<file path="src/rtl/div_seq_pkg.sv">
// Shared constants for the sequential divider: state encodings and
// handshake level names used by the EX stage.
package div_seq_pkg;

    typedef logic [1:0] state_t;

    localparam state_t S_IDLE    = 2'b00;
    localparam state_t S_DIVZERO = 2'b01;
    localparam state_t S_ON      = 2'b10;
    localparam state_t S_END     = 2'b11;

    localparam logic DIV_RESULT_READY     = 1'b1;
    localparam logic DIV_RESULT_NOT_READY = 1'b0;
    localparam logic DIV_START            = 1'b1;
    localparam logic DIV_STOP             = 1'b0;

endpackage

</file>
<file path="src/rtl/div_seq_if.sv">
// EX-stage <-> divider handshake bundle. EX drives the request side (master),
// the divider answers with result, ready and stall request (slave).
interface div_seq_if #(
    parameter int WIDTH = 32
);
    logic               start_i;
    logic               annul_i;
    logic               signed_i;
    logic [WIDTH-1:0]   dividend_i;
    logic [WIDTH-1:0]   divisor_i;
    logic [2*WIDTH-1:0] result_o;
    logic               ready_o;
    logic               stall_req_o;

    modport master (
        output start_i, annul_i, signed_i, dividend_i, divisor_i,
        input  result_o, ready_o, stall_req_o
    );

    modport slave (
        input  start_i, annul_i, signed_i, dividend_i, divisor_i,
        output result_o, ready_o, stall_req_o
    );
endinterface

</file>
<file path="src/rtl/div_seq.sv">
// Multi-cycle restoring divider for DIV/DIVU/REM/REMU; one quotient bit per
// cycle, result held as {remainder, quotient} until EX drops start_i.
//
//   state   | meaning
//   IDLE    | waiting for start_i with no annul_i
//   DIVZERO | divisor was zero, fixed result is produced
//   ON      | shift-subtract iterations, then sign fix-up
//   END     | result_o valid, held until start_i drops
module div_seq
    import div_seq_pkg::*;
#(
    parameter int WIDTH = 32
) (
    input  logic     clk,
    input  logic     rst,
    div_seq_if.slave bus
);

    localparam int CW = $clog2(WIDTH + 1);

    state_t             state_q, state_d;
    logic [CW-1:0]      cnt_q, cnt_d;
    logic [WIDTH-1:0]   dvd_q, dvd_d;
    logic [WIDTH-1:0]   dvs_q, dvs_d;
    logic [WIDTH-1:0]   rem_q, rem_d;
    logic               quo_neg_q, quo_neg_d;
    logic               rem_neg_q, rem_neg_d;
    logic [2*WIDTH-1:0] result_q, result_d;
    logic               ready_q, ready_d;

    logic               dvd_neg, dvs_neg;
    logic [WIDTH:0]     partial;
    logic [WIDTH:0]     diff;
    logic               fits;
    logic [WIDTH-1:0]   quo_fix, rem_fix;

    assign dvd_neg = bus.signed_i & bus.dividend_i[WIDTH-1];
    assign dvs_neg = bus.signed_i & bus.divisor_i[WIDTH-1];

    // dvd_q shifts the dividend out at the top and collects quotient bits at the bottom
    assign partial = {rem_q, dvd_q[WIDTH-1]};
    assign diff    = partial - {1'b0, dvs_q};
    assign fits    = partial >= {1'b0, dvs_q};

    assign quo_fix = quo_neg_q ? -dvd_q : dvd_q;
    assign rem_fix = rem_neg_q ? -rem_q : rem_q;

    always_comb begin
        state_d   = state_q;
        cnt_d     = cnt_q;
        dvd_d     = dvd_q;
        dvs_d     = dvs_q;
        rem_d     = rem_q;
        quo_neg_d = quo_neg_q;
        rem_neg_d = rem_neg_q;
        result_d  = result_q;
        ready_d   = ready_q;

        case (state_q)
            S_IDLE: begin
                if (bus.start_i == DIV_START && !bus.annul_i) begin
                    cnt_d = '0;
                    rem_d = '0;
                    if (bus.divisor_i == '0) begin
                        state_d = S_DIVZERO;
                        dvd_d   = bus.dividend_i;
                    end else begin
                        state_d   = S_ON;
                        dvd_d     = dvd_neg ? -bus.dividend_i : bus.dividend_i;
                        dvs_d     = dvs_neg ? -bus.divisor_i  : bus.divisor_i;
                        quo_neg_d = dvd_neg ^ dvs_neg;
                        rem_neg_d = dvd_neg;
                    end
                end
            end
            S_DIVZERO: begin
                if (bus.annul_i) begin
                    state_d  = S_IDLE;
                    ready_d  = DIV_RESULT_NOT_READY;
                    result_d = '0;
                end else if (cnt_q == '0) begin
                    // two-cycle zero-divisor path keeps the EX-side latency fixed
                    cnt_d = CW'(1);
                end else begin
                    state_d  = S_END;
                    result_d = {dvd_q, {WIDTH{1'b1}}};
                    ready_d  = DIV_RESULT_READY;
                end
            end
            S_ON: begin
                if (bus.annul_i) begin
                    state_d  = S_IDLE;
                    ready_d  = DIV_RESULT_NOT_READY;
                    result_d = '0;
                end else if (cnt_q == CW'(WIDTH)) begin
                    state_d  = S_END;
                    result_d = {rem_fix, quo_fix};
                    ready_d  = DIV_RESULT_READY;
                end else begin
                    rem_d = fits ? diff[WIDTH-1:0] : partial[WIDTH-1:0];
                    dvd_d = {dvd_q[WIDTH-2:0], fits};
                    cnt_d = cnt_q + 1'b1;
                end
            end
            S_END: begin
                if (bus.annul_i || bus.start_i == DIV_STOP) begin
                    state_d  = S_IDLE;
                    ready_d  = DIV_RESULT_NOT_READY;
                    result_d = '0;
                end
            end
            default: begin
                state_d  = S_IDLE;
                ready_d  = DIV_RESULT_NOT_READY;
                result_d = '0;
            end
        endcase
    end

    always_ff @(posedge clk) begin
        if (rst) begin
            state_q   <= S_IDLE;
            cnt_q     <= '0;
            dvd_q     <= '0;
            dvs_q     <= '0;
            rem_q     <= '0;
            quo_neg_q <= 1'b0;
            rem_neg_q <= 1'b0;
            result_q  <= '0;
            ready_q   <= DIV_RESULT_NOT_READY;
        end else begin
            state_q   <= state_d;
            cnt_q     <= cnt_d;
            dvd_q     <= dvd_d;
            dvs_q     <= dvs_d;
            rem_q     <= rem_d;
            quo_neg_q <= quo_neg_d;
            rem_neg_q <= rem_neg_d;
            result_q  <= result_d;
            ready_q   <= ready_d;
        end
    end

    assign bus.result_o    = result_q;
    assign bus.ready_o     = ready_q;
    assign bus.stall_req_o = !rst && (bus.start_i == DIV_START) && (state_q != S_END) && !bus.annul_i;

endmodule

</file>
<file path="src/flat_wrapper.sv">
// flat-port wrapper written by rule: the top's interface ports become plain ports
module div_seq_flat import div_seq_pkg::*;
#(
    parameter int WIDTH = 32
)
  (clk, rst, bus_start_i, bus_annul_i, bus_signed_i, bus_dividend_i, bus_divisor_i, bus_result_o, bus_ready_o, bus_stall_req_o);
  div_seq_if #(.WIDTH(WIDTH)) bus_i ();
  input  logic clk;
  input  logic rst;
  input wire logic [$bits(bus_i.start_i)-1:0] bus_start_i;
  input wire logic [$bits(bus_i.annul_i)-1:0] bus_annul_i;
  input wire logic [$bits(bus_i.signed_i)-1:0] bus_signed_i;
  input wire logic [$bits(bus_i.dividend_i)-1:0] bus_dividend_i;
  input wire logic [$bits(bus_i.divisor_i)-1:0] bus_divisor_i;
  output wire logic [$bits(bus_i.result_o)-1:0] bus_result_o;
  output wire logic [$bits(bus_i.ready_o)-1:0] bus_ready_o;
  output wire logic [$bits(bus_i.stall_req_o)-1:0] bus_stall_req_o;
  assign bus_i.start_i = bus_start_i;
  assign bus_i.annul_i = bus_annul_i;
  assign bus_i.signed_i = bus_signed_i;
  assign bus_i.dividend_i = bus_dividend_i;
  assign bus_i.divisor_i = bus_divisor_i;
  assign bus_result_o = bus_i.result_o;
  assign bus_ready_o = bus_i.ready_o;
  assign bus_stall_req_o = bus_i.stall_req_o;
  div_seq #(.WIDTH(WIDTH)) u_core (.clk(clk), .rst(rst), .bus(bus_i));
endmodule
</file>
<file path="config.mk">
export PLATFORM = sky130hd
export DESIGN_NAME = div_seq_flat
export DESIGN_NICKNAME = d
export VERILOG_FILES = /design/src/rtl/div_seq_pkg.sv /design/src/rtl/div_seq_if.sv /design/src/rtl/div_seq.sv /design/src/flat_wrapper.sv
export SDC_FILE = /design/constraint.sdc
export NUM_CORES = 1
export LEC_CHECK = 0
export CAP_MARGIN = 15
export CORE_ASPECT_RATIO = 0.8
export CORE_MARGIN = 2
export CORE_UTILIZATION = 57
export DETAILED_ROUTE_END_ITERATION = 10
export HOLD_SLACK_MARGIN = 0.02
export PLACE_DENSITY = 0.81
export SYNTH_ARGS = -nofsm -noshare
export SYNTH_HDL_FRONTEND = slang
export SYNTH_SLANG_ARGS = --single-unit
</file>
<file path="constraint.sdc">
create_clock -name clk -period 3.92 [get_ports clk]
set_clock_uncertainty 0.1 [all_clocks]
set_input_delay 0.392 -clock clk [delete_from_list [all_inputs] [get_ports clk]]
set_output_delay 0.392 -clock clk [all_outputs]
set_load 0.1 [all_outputs]
</file>
Word-level counts from Yosys, hierarchy flattened
Index checks and enable logic that the tools add are counted.
{"block": "totals", "inputBits": 69, "word_cells": 92, "output_inout_bits": 66, "regBits": 171}
{"block": "op_classes", "mux": 40, "eq_ne": 13, "n_lt_le_gt_ge": 1, "addsub": 6, "bitwise_logic": 5, "reduce_logical": 18}
{"op": "$mux 32", "n": 12}
{"op": "$mux 64", "n": 5}
{"op": "$pmux 64 s3", "n": 1}
{"op": "$neg 32->32", "n": 4}
{"op": "$pmux 32 s2", "n": 2}
{"op": "$ge 33x32->1", "n": 1}
{"op": "$logic_not 32->1", "n": 1}
{"op": "$sub 32x32->32", "n": 1}
{"op": "$mux 6", "n": 5}
{"op": "$pmux 6 s3", "n": 1}
{"op": "$mux 2", "n": 7}
{"op": "$reduce_and 4->1", "n": 3}
{"op": "$ne 2x2->1 const B", "n": 4}
{"op": "$pmux 2 s4", "n": 1}
{"op": "$add 6x1->6 const B", "n": 1}
{"op": "$eq 6x6->1 const B", "n": 1}
{"op": "$logic_not 6->1", "n": 1}
{"op": "$ne 2x1->1 const B", "n": 3}
{"op": "$reduce_and 6->1", "n": 1}
{"op": "$reduce_bool 3->1", "n": 2}
{"op": "$mux 1", "n": 5}
{"op": "$eq 2x2->1 const B", "n": 2}
{"op": "$logic_and 1x1->1", "n": 4}
{"op": "$ne 3x2->1 const B", "n": 1}
{"op": "other kinds (11)", "n": 14}

Logic depth before layout (Yosys ltp)
Gate-level depths: netlist (run 1).
{"block": "logic_depth", "depth_word": 5, "ltp_mapped": 14, "mapped_depth_nobuf": 13}

Least setup slack after synthesis (run 1)
OpenSTA, ideal clock, no wires.
{"block": "synth_path", "kind": "input port to output port", "startpoint": "input rst", "endpoint": "output bus_stall_req_o", "required_ps": 3428, "setup_slack_ps": 534, "n_path_buf": 2, "path_stages": 3, "arrival_ps": 2894, "cell_sequence": "clkbuf_1 > clkbuf_1 > nor3_1"}
{"block": "synth_via", "elab_chain_cells": 4}
{"element": "from (decl)", "line": "flat_wrapper.sv:9", "rtl": "input logic rst;"}
{"element": "$logic_not 1->1", "line": "div_seq.sv:146", "rtl": "assign bus.stall_req_o = !rst && (bus.start_i == DIV_START) && (state_q != S_END) && !bus.annul_i;"}
{"element": "$logic_and 1x1->1 (3 in a row)", "line": "div_seq.sv:146"}
{"element": "to (decl)", "line": "flat_wrapper.sv:17", "rtl": "output wire logic [$bits(bus_i.stall_req_o)-1:0] bus_stall_req_o;"}
Every way passes these cells.

Worst setup path in the final report (run 1)
{"block": "layout_path", "startpoint": "register u_core.dvs_q[8]", "endpoint": "register u_core.rem_q[30]"}
{"block": "layout_via", "elab_chain_cells": 5, "elab_cells_between_ends": 6, "classes_between": "add/sub (1); order compare (1); mux (4)"}
{"element": "from (decl)", "line": "div_seq.sv:24", "rtl": "logic [WIDTH-1:0] dvs_q, dvs_d;"}
{"element": "from (signal assigned)", "line": "div_seq.sv:135", "rtl": "dvs_q <= dvs_d;"}
{"element": "$sub 32x32->32 or $ge 33x32->1 (tied branches)", "line": "div_seq.sv:42, div_seq.sv:43"}
{"element": "$mux 32 *", "line": "div_seq.sv:100", "rtl": "rem_d = fits ? diff[WIDTH-1:0] : partial[WIDTH-1:0];"}
{"element": "$mux 32 *", "line": "div_seq.sv:95", "rtl": "end else if (cnt_q == CW'(WIDTH)) begin"}
{"element": "$mux 32 *", "line": "div_seq.sv:91", "rtl": "if (bus.annul_i) begin"}
{"element": "$pmux 32 s2 *", "line": "div_seq.sv:59", "rtl": "case (state_q)"}
{"element": "to (signal assigned)", "line": "div_seq.sv:136", "rtl": "rem_q <= rem_d;"}
{"element": "to (decl)", "line": "div_seq.sv:25", "rtl": "logic [WIDTH-1:0] rem_q, rem_d;"}
Mark *: on every way between the ends. The rest lies on a longest branch, timed or not. The select of a mux whose other input is x is not followed.
A chain may end at the register's enable or synchronous reset.

==> results_dict.tcl, run 1 <==
set metrics [dict create \
    drive_gt1_frac 0.0781 \
    gr-total-overflow 0 \
    final_nets 1687 \
    worst_path_dominant_cell_family "compound AO/OA/AOI/OAI gates" \
    floorplan.die_area_um2 21400 \
    total_drc_errors_in_the_routed_layout 0 \
    numCtsBuffers 17 \
    cts.root.buffer_cell "sky130_fd_sc_hd__clkbuf_16" \
    crit_type "register to register" \
    area_growth_pct 18.7 \
    dr_vias 11562 \
    grt_setup_unrepaired "false" \
    number_of_antenna_violations_at_the_first_check_in_global_routing 0 \
    initial_core_util 0.582 \
    synth_edf_count 0 \
    row_count 46 \
    postCtsHoldBufs 0 \
    routed_wire_length_per_instance_um 18.6 \
    cts.sink_count 171 \
    max-vdd-ir-drop_uv 661 \
    die_ht_um 131 \
    report.final.slew_viol_count 0 \
    post_synth_num_cell_types 71 \
    finalWirelength_mm 34.4 \
    worst_pin_slew_ps 1090 \
    yosys_warnings 0 \
    h-tree-depth 4 \
    hold_path_class "register to register" \
    timing.critical_path.cells "inv_1 -> ha_1 -> nand4_1 -> nor3_1 -> a2111oi_4 -> o311a_1 -> o21ai_0 -> a31oi_1 -> nor4_1 -> mux2_2 -> o31ai_1" \
    critical_path.startpoint_type "register" \
    routability_congestion_estimate 0.982 \
    worstSkewPairLatency_ps 440 \
    global_route_wire_length_before_repair_mm 54.8 \
    grt_start_max_net_pins 72 \
    setup_viol 0 \
    status "completed" \
    worst_slack_ps 430 \
    max_cap_viol_count 0 \
    cts_setup_buffers 0 \
    finalPower_mw 10.3 \
    firstDrtPassIters 6 \
    postLayoutCellArea_um2 13700 \
    grt_usage 0.319 \
    clock_buffer_depth 2 \
    ios 135 \
    whs_path_depth 2 \
    path_clk_slew_ps 70 \
    post_cts_resized 0 \
    synth-seq-cells 171 \
    power-per-cell-area_nw_per_um2 753 \
    netlist_instances 1492 \
    timing.critical_path.to_type "register" \
    power.leakage_nw 5.12 \
    finalHoldViolCount 0 \
    critical_path.max_stage_delay_ps 440 \
    detailedPlace.worstSlack_ps 308 \
    fillers 1651 \
    chipWidth_um 163 \
    first_global_vias 10261 \
    period_share 0.890 \
    worst_reg2reg_setup_slack_ps 430 \
    slew-limit-headroom 0.271 \
    cpMaxStageDelayCell "sky130_fd_sc_hd__ha_1" \
    reg2reg_depth 11 \
    max_freq_mhz 287 \
    cts_tree "done" \
    synth_area_um2 11500 \
    drtAntennaViolNets 0 \
    detail_route.iter0.violations 1379 \
    count_of_input_and_output_buffers 134 \
    tns_ps 0 \
    synth.yosys.seq_area_share 0.297 \
    crit_cells 11 \
    instance_area_at_placement_um2 13100 \
    critical_path.reg2reg.startpoint "u_core.dvs_q[8]" \
    final_period_minus_worst_setup_slack_ps 3490 \
    synthesis.nets 1604 \
    post_drt_via_cell_ratio 6.24 \
    arrival_ps 3740 \
    number_of_antenna_diodes 0 \
    hold_path_startpoint "u_core.dvs_q[31]" \
    synth.avg_cell_area_um2 7.72 \
    fp.coreArea_um2 19800 \
    wp_buf_inv 1 \
    timing.rr.end "u_core.rem_q[30]" \
    ys_dominant_reg_cell "sky130_fd_sc_hd__dfxtp_1" \
    dp_hpwl_mm 25.5 \
    crit_required_ps 4170 \
    postSynth.asyncResetShare 0 \
    critPathMaxFanout 7 \
    whs_endpoint "u_core.dvs_q[31]" \
]
## registers in the layout (all words and copies together), names as in the netlist
name,count
u_core.dvs_q,32
u_core.bus.result_o,64
u_core.quo_neg_q,1
u_core.rem_q,32
u_core.rem_neg_q,1
u_core.dvd_q,32
u_core.cnt_q,6
u_core.state_q,2
u_core.bus.ready_o,1
## area by class of cell
type                    count  area (um^2)  share of cell area
repair buffers            169         1650               0.121
well taps                 264          330              0.0242
flip-flops and latches    171         3420               0.250
multi-input cells        1156         7430               0.544
inverters                  60          225              0.0165
clock buffers              20          457              0.0334
clock inverters            12          153              0.0112
## worst min-delay path, cell delays in order (launching register included)
cell	delay, ps
sky130_fd_sc_hd__dfxtp_1	320
sky130_fd_sc_hd__nand2_1	60
sky130_fd_sc_hd__a21oi_1	50
## cells in the mapped netlist, drive strengths merged (2+ instances only)
cell	n	area share
ha	42	0.046
nand3b	3	0.0020
nor4b	3	0.0036
o41ai	18	0.016
xor2	64	0.049
o31ai	30	0.020
nor2b	5	0.0027
a21oi	100	0.044
nor4	12	0.0097
a32oi	4	0.0030
buf	27	0.014
dfxtp	171	0.30
xnor2	86	0.065
a311oi	3	0.0023
o211ai	15	0.0098
or2	10	0.0054
a21boi	4	0.0026
nor2	160	0.052
a211oi	46	0.040
nand3	28	0.012
a2111oi	5	0.0060
o21a	10	0.0065
and3	2	0.0011
o21bai	4	0.0026
and2	2	0.0011
mux2i	25	0.022
a221oi	24	0.018
a31oi	13	0.0071
o21ai	106	0.046
clkbuf	77	0.025
nand2b	9	0.0049
nor3	70	0.031
nand4	19	0.010
a21o	15	0.0098
nand2	165	0.054
o311ai	3	0.0023
o22ai	12	0.0065
inv	60	0.020
or4	16	0.012
or3	10	0.0054
## metrics by stage
step                      hold WS, ps   util  std cells
final                             374  0.691       1852
after global routing              386  0.691       1852
after CTS                         369  0.690       1851
after detailed placement          361  0.659       1819
after global placement            353  0.659       1819
after floorplan                   332      -       1492
## layer usage
layer,vias to the layer above,global-route usage,wire [um]
met3,68,0.0780,3980
met1,5350,0.489,15500
met2,645,0.433,14000
met5,-,0.0215,52
met4,2,0.0919,810
li1,5497,-,-
## cells in the final DEF, fill, tap and decap left out, types with 19 or more instances in the layout
| master | netlist | routed |
|---|---|---|
| sky130_fd_sc_hd__a211oi_2 | 23 | 23 |
| sky130_fd_sc_hd__dfxtp_1 | 171 | 171 |
| sky130_fd_sc_hd__buf_4 | 3 | 32 |
| sky130_fd_sc_hd__inv_1 | 60 | 60 |
| sky130_fd_sc_hd__a221oi_1 | 24 | 24 |
| sky130_fd_sc_hd__a211oi_1 | 23 | 23 |
| sky130_fd_sc_hd__nor2_1 | 160 | 158 |
| sky130_fd_sc_hd__o31ai_1 | 28 | 28 |
| sky130_fd_sc_hd__nand4_1 | 19 | 19 |
| sky130_fd_sc_hd__mux2i_1 | 25 | 25 |
| sky130_fd_sc_hd__nor3_1 | 68 | 67 |
| sky130_fd_sc_hd__a21oi_1 | 99 | 99 |
| sky130_fd_sc_hd__xnor2_1 | 86 | 86 |
| sky130_fd_sc_hd__xor2_1 | 64 | 64 |
| sky130_fd_sc_hd__nand3_1 | 28 | 28 |
| sky130_fd_sc_hd__o21ai_0 | 88 | 88 |
| sky130_fd_sc_hd__ha_1 | 42 | 42 |
| sky130_fd_sc_hd__nand2_1 | 165 | 165 |
| sky130_fd_sc_hd__clkdlybuf4s50_1 | 0 | 132 |
## power breakdown
part           switching [mW]  internal [mW]  leakage (nW)
registers               0.615           2.17          1.40
clock network           0.769          0.994         0.300
logic                    3.92           1.83          3.42
total                    5.30           4.99          5.12
## how the worst max path moves through the flow
stage                            startpoint               end  slack, ps
final                       u_core.dvs_q[8]  u_core.rem_q[30]        430
after global routing        u_core.dvs_q[8]  u_core.rem_q[30]        220
after CTS                   u_core.dvs_q[8]  u_core.rem_q[30]        470
after detailed placement  bus_divisor_i[10]  u_core.dvd_q[20]        310
after global placement    bus_divisor_i[10]  u_core.dvd_q[20]        400
after floorplan                         rst   bus_stall_req_o        530
## logic make-up after synthesis
kind of cell    Yosys count  share of synthesized area
compound gates          420                      0.250
xor+xnor                150                      0.114
fa+ha+maj                43                     0.0474
buf+inv                 165                     0.0594
flops                   171                      0.297
mux                      26                     0.0227
simple gates            517                      0.210
Power figures use the tool's default switching activity.
==> inputs of run 2 (changes only) <==
--- a/config.mk
+++ b/config.mk
@@ -5,7 +5,7 @@
 export SDC_FILE = /design/constraint.sdc
 export NUM_CORES = 1
 export LEC_CHECK = 0
-export CAP_MARGIN = 15
+export CAP_MARGIN = 0
 export CORE_ASPECT_RATIO = 0.8
 export CORE_MARGIN = 2
 export CORE_UTILIZATION = 57
==> run 2 against run 1 <==
Effect of this change: flip-flop and latch count did not move; die area did not move; routed wire length fell by 0.27%; maximum frequency fell by 0.20%; combinational power barely moved; via count fell by 0.49%; hold slack improved by 0.63 ps; non-clock buffer count fell by 1; first-iteration DRC count rose by 2.6%; largest power group unchanged; design area barely moved; global-route usage did not move.
==> results_dict.tcl, run 2 (synthesis results as in run 1) <==
set metrics [dict create \
    status "completed" \
    wp_buf_inv 1 \
    worst_slack_ps 423 \
    finalWirelength_mm 34.3 \
    postLayoutCellArea_um2 13700 \
    layout_commonest_cell "sky130_fd_sc_hd__dfxtp_1" \
    whs_path_depth 2 \
    cts.root.buffer_cell "sky130_fd_sc_hd__clkbuf_16" \
    max_freq_mhz 286 \
    firstDrtPassIters 6 \
    clock_buffer_depth 2 \
    cell_int_power_mw 4.99 \
    netSwitchingFraction 0.515 \
    grt_busiest_layer "met1" \
    grt_start_max_net_pins 72 \
    final_period_minus_worst_setup_slack_ps 3500 \
    cpMaxStageDelayCell "sky130_fd_sc_hd__ha_1" \
    max-vdd-ir-drop_uv 660 \
    largest_register_ff_count 64 \
    timing.critical_path.cells "inv_1 -> ha_1 -> nand4_1 -> nor3_1 -> a2111oi_4 -> o311a_1 -> o21ai_0 -> a31oi_1 -> nor4_1 -> mux2_2 -> o31ai_1" \
    chipWidth_um 163 \
    grt_setup_unrepaired "false" \
    grt_use_met1 0.489 \
    power-per-cell-area_nw_per_um2 753 \
    power.clock.fraction 0.171 \
    count_of_input_and_output_buffers 134 \
    report.final.slew_viol_count 0 \
    number_of_antenna_diodes 0 \
    critical_path.max_stage_delay_ps 440 \
    dr_vias 11505 \
    multiInputGateArea_um2 7430 \
    post_cts_resized 0 \
    gr-total-overflow 0 \
    total_drc_errors_in_the_routed_layout 0 \
    critPathMaxFanout 7 \
    numCtsBuffers 17 \
    regArea_um2 3420 \
    critical_path.startpoint_type "register" \
    cts.sink_count 171 \
    post_drt_via_cell_ratio 6.22 \
    seqPwrFrac 0.270 \
    finalHoldViolCount 0 \
    max_cap_viol_count 0 \
    worst_reg2reg_setup_slack_ps 420 \
    postCtsHoldBufs 0 \
    cts_setup_buffers 0 \
    h-tree-depth 4 \
    area_growth_pct 18.6 \
    dp_hpwl_mm 25.5 \
    grtUsageMet2 0.433 \
    path_clk_slew_ps 70 \
    slew-limit-headroom 0.266 \
    global_route_wire_length_before_repair_mm 54.8 \
    floorplan.die_area_um2 21400 \
    worst_path_dominant_cell_family "compound AO/OA/AOI/OAI gates" \
    drtAntennaViolNets 0 \
    first_global_vias 10261 \
    crit_type "register to register" \
    reg2reg_depth 11 \
    commonest_cells_after_routing_fill_and_taps_aside "171 x sky130_fd_sc_hd__dfxtp_1, 165 x sky130_fd_sc_hd__nand2_1, 158 x sky130_fd_sc_hd__nor2_1" \
    drive_gt1_frac 0.0775 \
    final_util 0.690 \
    fillers 1656 \
    cts_tree "done" \
    initial_core_util 0.582 \
    fp.coreArea_um2 19800 \
    detailedPlace.worstSlack_ps 308 \
    routability_congestion_estimate 0.982 \
    period_share 0.892 \
    instance_area_at_placement_um2 13100 \
    timing.critical_path.to_type "register" \
    worst_pin_slew_ps 1100 \
    crit_cells 11 \
    ios 135 \
    arrival_ps 3750 \
    switching_power_mw 5.30 \
    number_of_antenna_violations_at_the_first_check_in_global_routing 0 \
    final_nets 1686 \
    power.share.combinational 0.559 \
    tns_ps 0 \
    setup_viol 0 \
    detail_route.iter0.violations 1415 \
    hold_path_class "register to register" \
    crit_required_ps 4170 \
    worstSkewPairLatency_ps 440 \
    global_routing_met3_resource_utilization 0.0780 \
    routed_wire_length_per_instance_um 18.5 \
    row_count 46 \
    die_ht_um 131 \
    power.leakage_nw 5.11 \
    grt_usage 0.319 \
    timing.hold.ws_ps 375 \
]
[run 2: area by class of cell]
| class | instances | area share |
|---|---|---|
| Clock buffer | 20 | 0.0334 |
| Sequential cell | 171 | 0.251 |
| Tap cell | 264 | 0.0242 |
| Clock inverter | 12 | 0.0112 |
| Multi-Input combinational cell | 1156 | 0.544 |
| Timing Repair Buffer | 168 | 0.120 |
| Inverter | 60 | 0.0165 |
[run 2: metal layers]
metal | routed length (um) | part of all wire | up-vias
li1 | - | - | 5506
met1 | 15600 | 0.46 | 5286
met2 | 13800 | 0.40 | 642
met3 | 3950 | 0.12 | 69
met4 | 836 | 0.024 | 2
met5 | 57 | 0.0017 | -
[run 2: path summary, 6_finish.rpt]
| path | from | end |
|---|---|---|
| worst max-delay path | u_core.dvs_q[8] | u_core.rem_q[30] |
| worst min-delay path | u_core.dvs_q[31] | u_core.dvs_q[31] |
| worst max register to register | u_core.dvs_q[8] | u_core.rem_q[30] |
| worst min register to register | u_core.dvs_q[31] | u_core.dvs_q[31] |
[run 2: power by group through the flow]
stage / combinational, mW / sequential [mW] / clock, mW
4_1_cts: 5.67 / 2.73 / 1.77
2_1_floorplan: 3.12 / 3.84 / 0
3_5_place_dp: 5.63 / 2.76 / 0
6_report: 5.75 / 2.78 / 1.76
3_3_place_gp: 5.53 / 2.74 / 0
5_1_grt: 6.17 / 2.79 / 1.84
[run 2: tightest hold or removal path, cell delays in order, from the launching register on]
cell                      delay (ps)
sky130_fd_sc_hd__dfxtp_1         320
sky130_fd_sc_hd__nand2_1          60
sky130_fd_sc_hd__a21oi_1          50
[run 2: through the flow]
stage	power (mW)	cells
after floorplan	6.95	1492
after global placement	8.27	1819
after detailed placement	8.39	1819
after CTS	10.2	1851
after global routing	10.8	1851
final	10.3	1851
==> inputs of run 3 (changes only) <==
--- a/config.mk
+++ b/config.mk
@@ -12,6 +12,7 @@
 export DETAILED_ROUTE_END_ITERATION = 10
 export HOLD_SLACK_MARGIN = 0.02
 export PLACE_DENSITY = 0.81
+export REMOVE_ABC_BUFFERS = 1
 export SYNTH_ARGS = -nofsm -noshare
 export SYNTH_HDL_FRONTEND = slang
 export SYNTH_SLANG_ARGS = --single-unit
==> run 3 against run 2 <==
Effect of this change: final cell count unchanged; design area decreased by 0.68%; sequential power decreased by 5%; combinational power increased by 1%; core utilization decreased by 0.47 points; register-to-register slack got worse by 98 ps; largest power group unchanged; maximum frequency decreased by 2.7%.
==> results_dict.tcl, run 3 (synthesis results as in run 1) <==
set metrics [dict create \
    clock_buffer_depth 2 \
    reg2reg_depth 13 \
    status "completed" \
    floorplan.die_area_um2 21400 \
    finalHoldViolCount 0 \
    final_nets 1686 \
    power.clock.fraction 0.159 \
    dp_hpwl_mm 23.8 \
    chipWidth_um 163 \
    critical_path.reg2reg.startpoint "u_core.dvd_q[31]" \
    capturing_instance_or_port_of_the_critical_path "u_core.rem_q[28]" \
    switching_power_mw 5.19 \
    cts.root.buffer_cell "sky130_fd_sc_hd__clkbuf_16" \
    firstDrtPassIters 6 \
    setup_viol 0 \
    largest_register_ff_count 64 \
    max-vdd-ir-drop_uv 631 \
    drive_gt1_frac 0.0781 \
    report.final.slew_viol_count 0 \
    power.share.combinational 0.579 \
    post_cts_resized 0 \
    routability_congestion_estimate 0.940 \
    dr_vias 11423 \
    arrival_ps 3820 \
    fp.coreArea_um2 19800 \
    post_drt_via_cell_ratio 6.17 \
    finalWirelength_mm 32.5 \
    global_route_wire_length_before_repair_mm 53.0 \
    grt_usage 0.303 \
    multiInputGateArea_um2 7430 \
    hold_path_class "input pin to register" \
    detail_route.iter0.violations 1092 \
    seqPwrFrac 0.262 \
    worst_reg2reg_setup_slack_ps 320 \
    h-tree-depth 4 \
    final_period_minus_worst_setup_slack_ps 3600 \
    cts_tree "done" \
    period_share 0.917 \
    critical_path.startpoint_type "register" \
    routed_wire_length_per_instance_um 17.6 \
    slew-limit-headroom 0.279 \
    regArea_um2 3420 \
    postCtsHoldBufs 0 \
    final_cell_count_no_fill 1851 \
    die_ht_um 131 \
    timing.critical_path.to_type "register" \
    row_count 46 \
    drtAntennaViolNets 0 \
    power-per-cell-area_nw_per_um2 739 \
    tns_ps 0 \
    crit_required_ps 4140 \
    max_cap_viol_count 0 \
    layout_commonest_cell "sky130_fd_sc_hd__dfxtp_1" \
    numCtsBuffers 17 \
    cell_int_power_mw 4.84 \
    fillers 1693 \
    ios 135 \
    timing.hold.ws_ps 267 \
    crit_type "register to register" \
    cts.sink_count 171 \
    netSwitchingFraction 0.518 \
    timing.rr.end "u_core.rem_q[28]" \
    number_of_antenna_diodes 0 \
    number_of_antenna_violations_at_the_first_check_in_global_routing 0 \
    first_global_vias 10537 \
    count_of_input_and_output_buffers 134 \
    grt_start_max_net_pins 66 \
    post-place-cells 1819 \
    total_drc_errors_in_the_routed_layout 0 \
    cts_setup_buffers 0 \
    max_freq_mhz 278 \
    path_clk_slew_ps 70 \
    grt_setup_unrepaired "false" \
    power.leakage_nw 5.06 \
    critPathMaxFanout 3 \
    worst_pin_slew_ps 1080 \
    area_growth_pct 17.8 \
    crit_path_start "u_core.dvd_q[31]" \
    postLayoutCellArea_um2 13600 \
    instance_area_at_placement_um2 13000 \
    gr-total-overflow 0 \
    worstSkewPairLatency_ps 440 \
    commonest_cells_after_routing_fill_and_taps_aside "171 x sky130_fd_sc_hd__dfxtp_1, 165 x sky130_fd_sc_hd__nand2_1, 158 x sky130_fd_sc_hd__nor2_1" \
    initial_core_util 0.582 \
]
run 3: worst min path at each step:
stage                           startpoint                endpoint  depth (start not counted)
after floorplan           u_core.dvs_q[31]        u_core.dvs_q[31]                          2
after global placement    u_core.dvs_q[31]        u_core.dvs_q[31]                          2
after detailed placement  u_core.dvs_q[31]        u_core.dvs_q[31]                          2
after CTS                              rst  u_core.bus.result_o[9]                          2
after global routing                   rst         u_core.dvd_q[1]                          2
final                                  rst      u_core.bus.ready_o                          2
run 3: area by class of cell:
cell class                 count  area share
inverter                      60      0.0166
timing repair buffer         168       0.119
sequential                   171       0.252
clock inverter                15     0.00858
tap                          264      0.0243
clock buffer                  17      0.0314
multi-input combinational   1156       0.548
run 3: worst max-delay path: stages (launching register included):
cell and delay, ps:
sky130_fd_sc_hd__dfxtp_1 310, sky130_fd_sc_hd__inv_1 140, sky130_fd_sc_hd__ha_1 210, sky130_fd_sc_hd__inv_1 60
sky130_fd_sc_hd__fa_1 390, sky130_fd_sc_hd__a21oi_1 240, sky130_fd_sc_hd__o211ai_1 200, sky130_fd_sc_hd__a2111oi_4 510
sky130_fd_sc_hd__o21bai_1 190, sky130_fd_sc_hd__a221oi_1 500, sky130_fd_sc_hd__o21ai_0 230, sky130_fd_sc_hd__xor2_1 180
sky130_fd_sc_hd__mux2i_1 140, sky130_fd_sc_hd__o21ai_1 70
run 3: power groups by stage:
| stage | Sequential [mW] | Combinational, mW | Clock (mW) |
|---|---|---|---|
| after floorplan | 3.92 | 2.87 | 0 |
| after global placement | 2.63 | 5.62 | 0 |
| after detailed placement | 2.64 | 5.71 | 0 |
| after CTS | 2.61 | 5.75 | 1.60 |
| after global routing | 2.67 | 6.24 | 1.68 |
| final | 2.63 | 5.81 | 1.60 |
run 3: through the flow:
step	util	power (mW)	worst slack (ps)
floorplan	-	6.79	-633
global placement	0.658	8.25	437
detailed placement	0.658	8.35	297
CTS	0.685	9.96	429
global route	0.685	10.6	75.6
finish	0.685	10.0	325
run 3: routing by layer:
layer / wire length [um] / share of wire / vias to the layer above / track usage
li1: - / - / 5493 / -
met1: 14600 / 0.45 / 5447 / 0.425
met2: 15200 / 0.47 / 447 / 0.484
met3: 2200 / 0.068 / 36 / 0.0448
met4: 521 / 0.016 / 0 / 0.0811
met5: 0 / 0 / - / 0
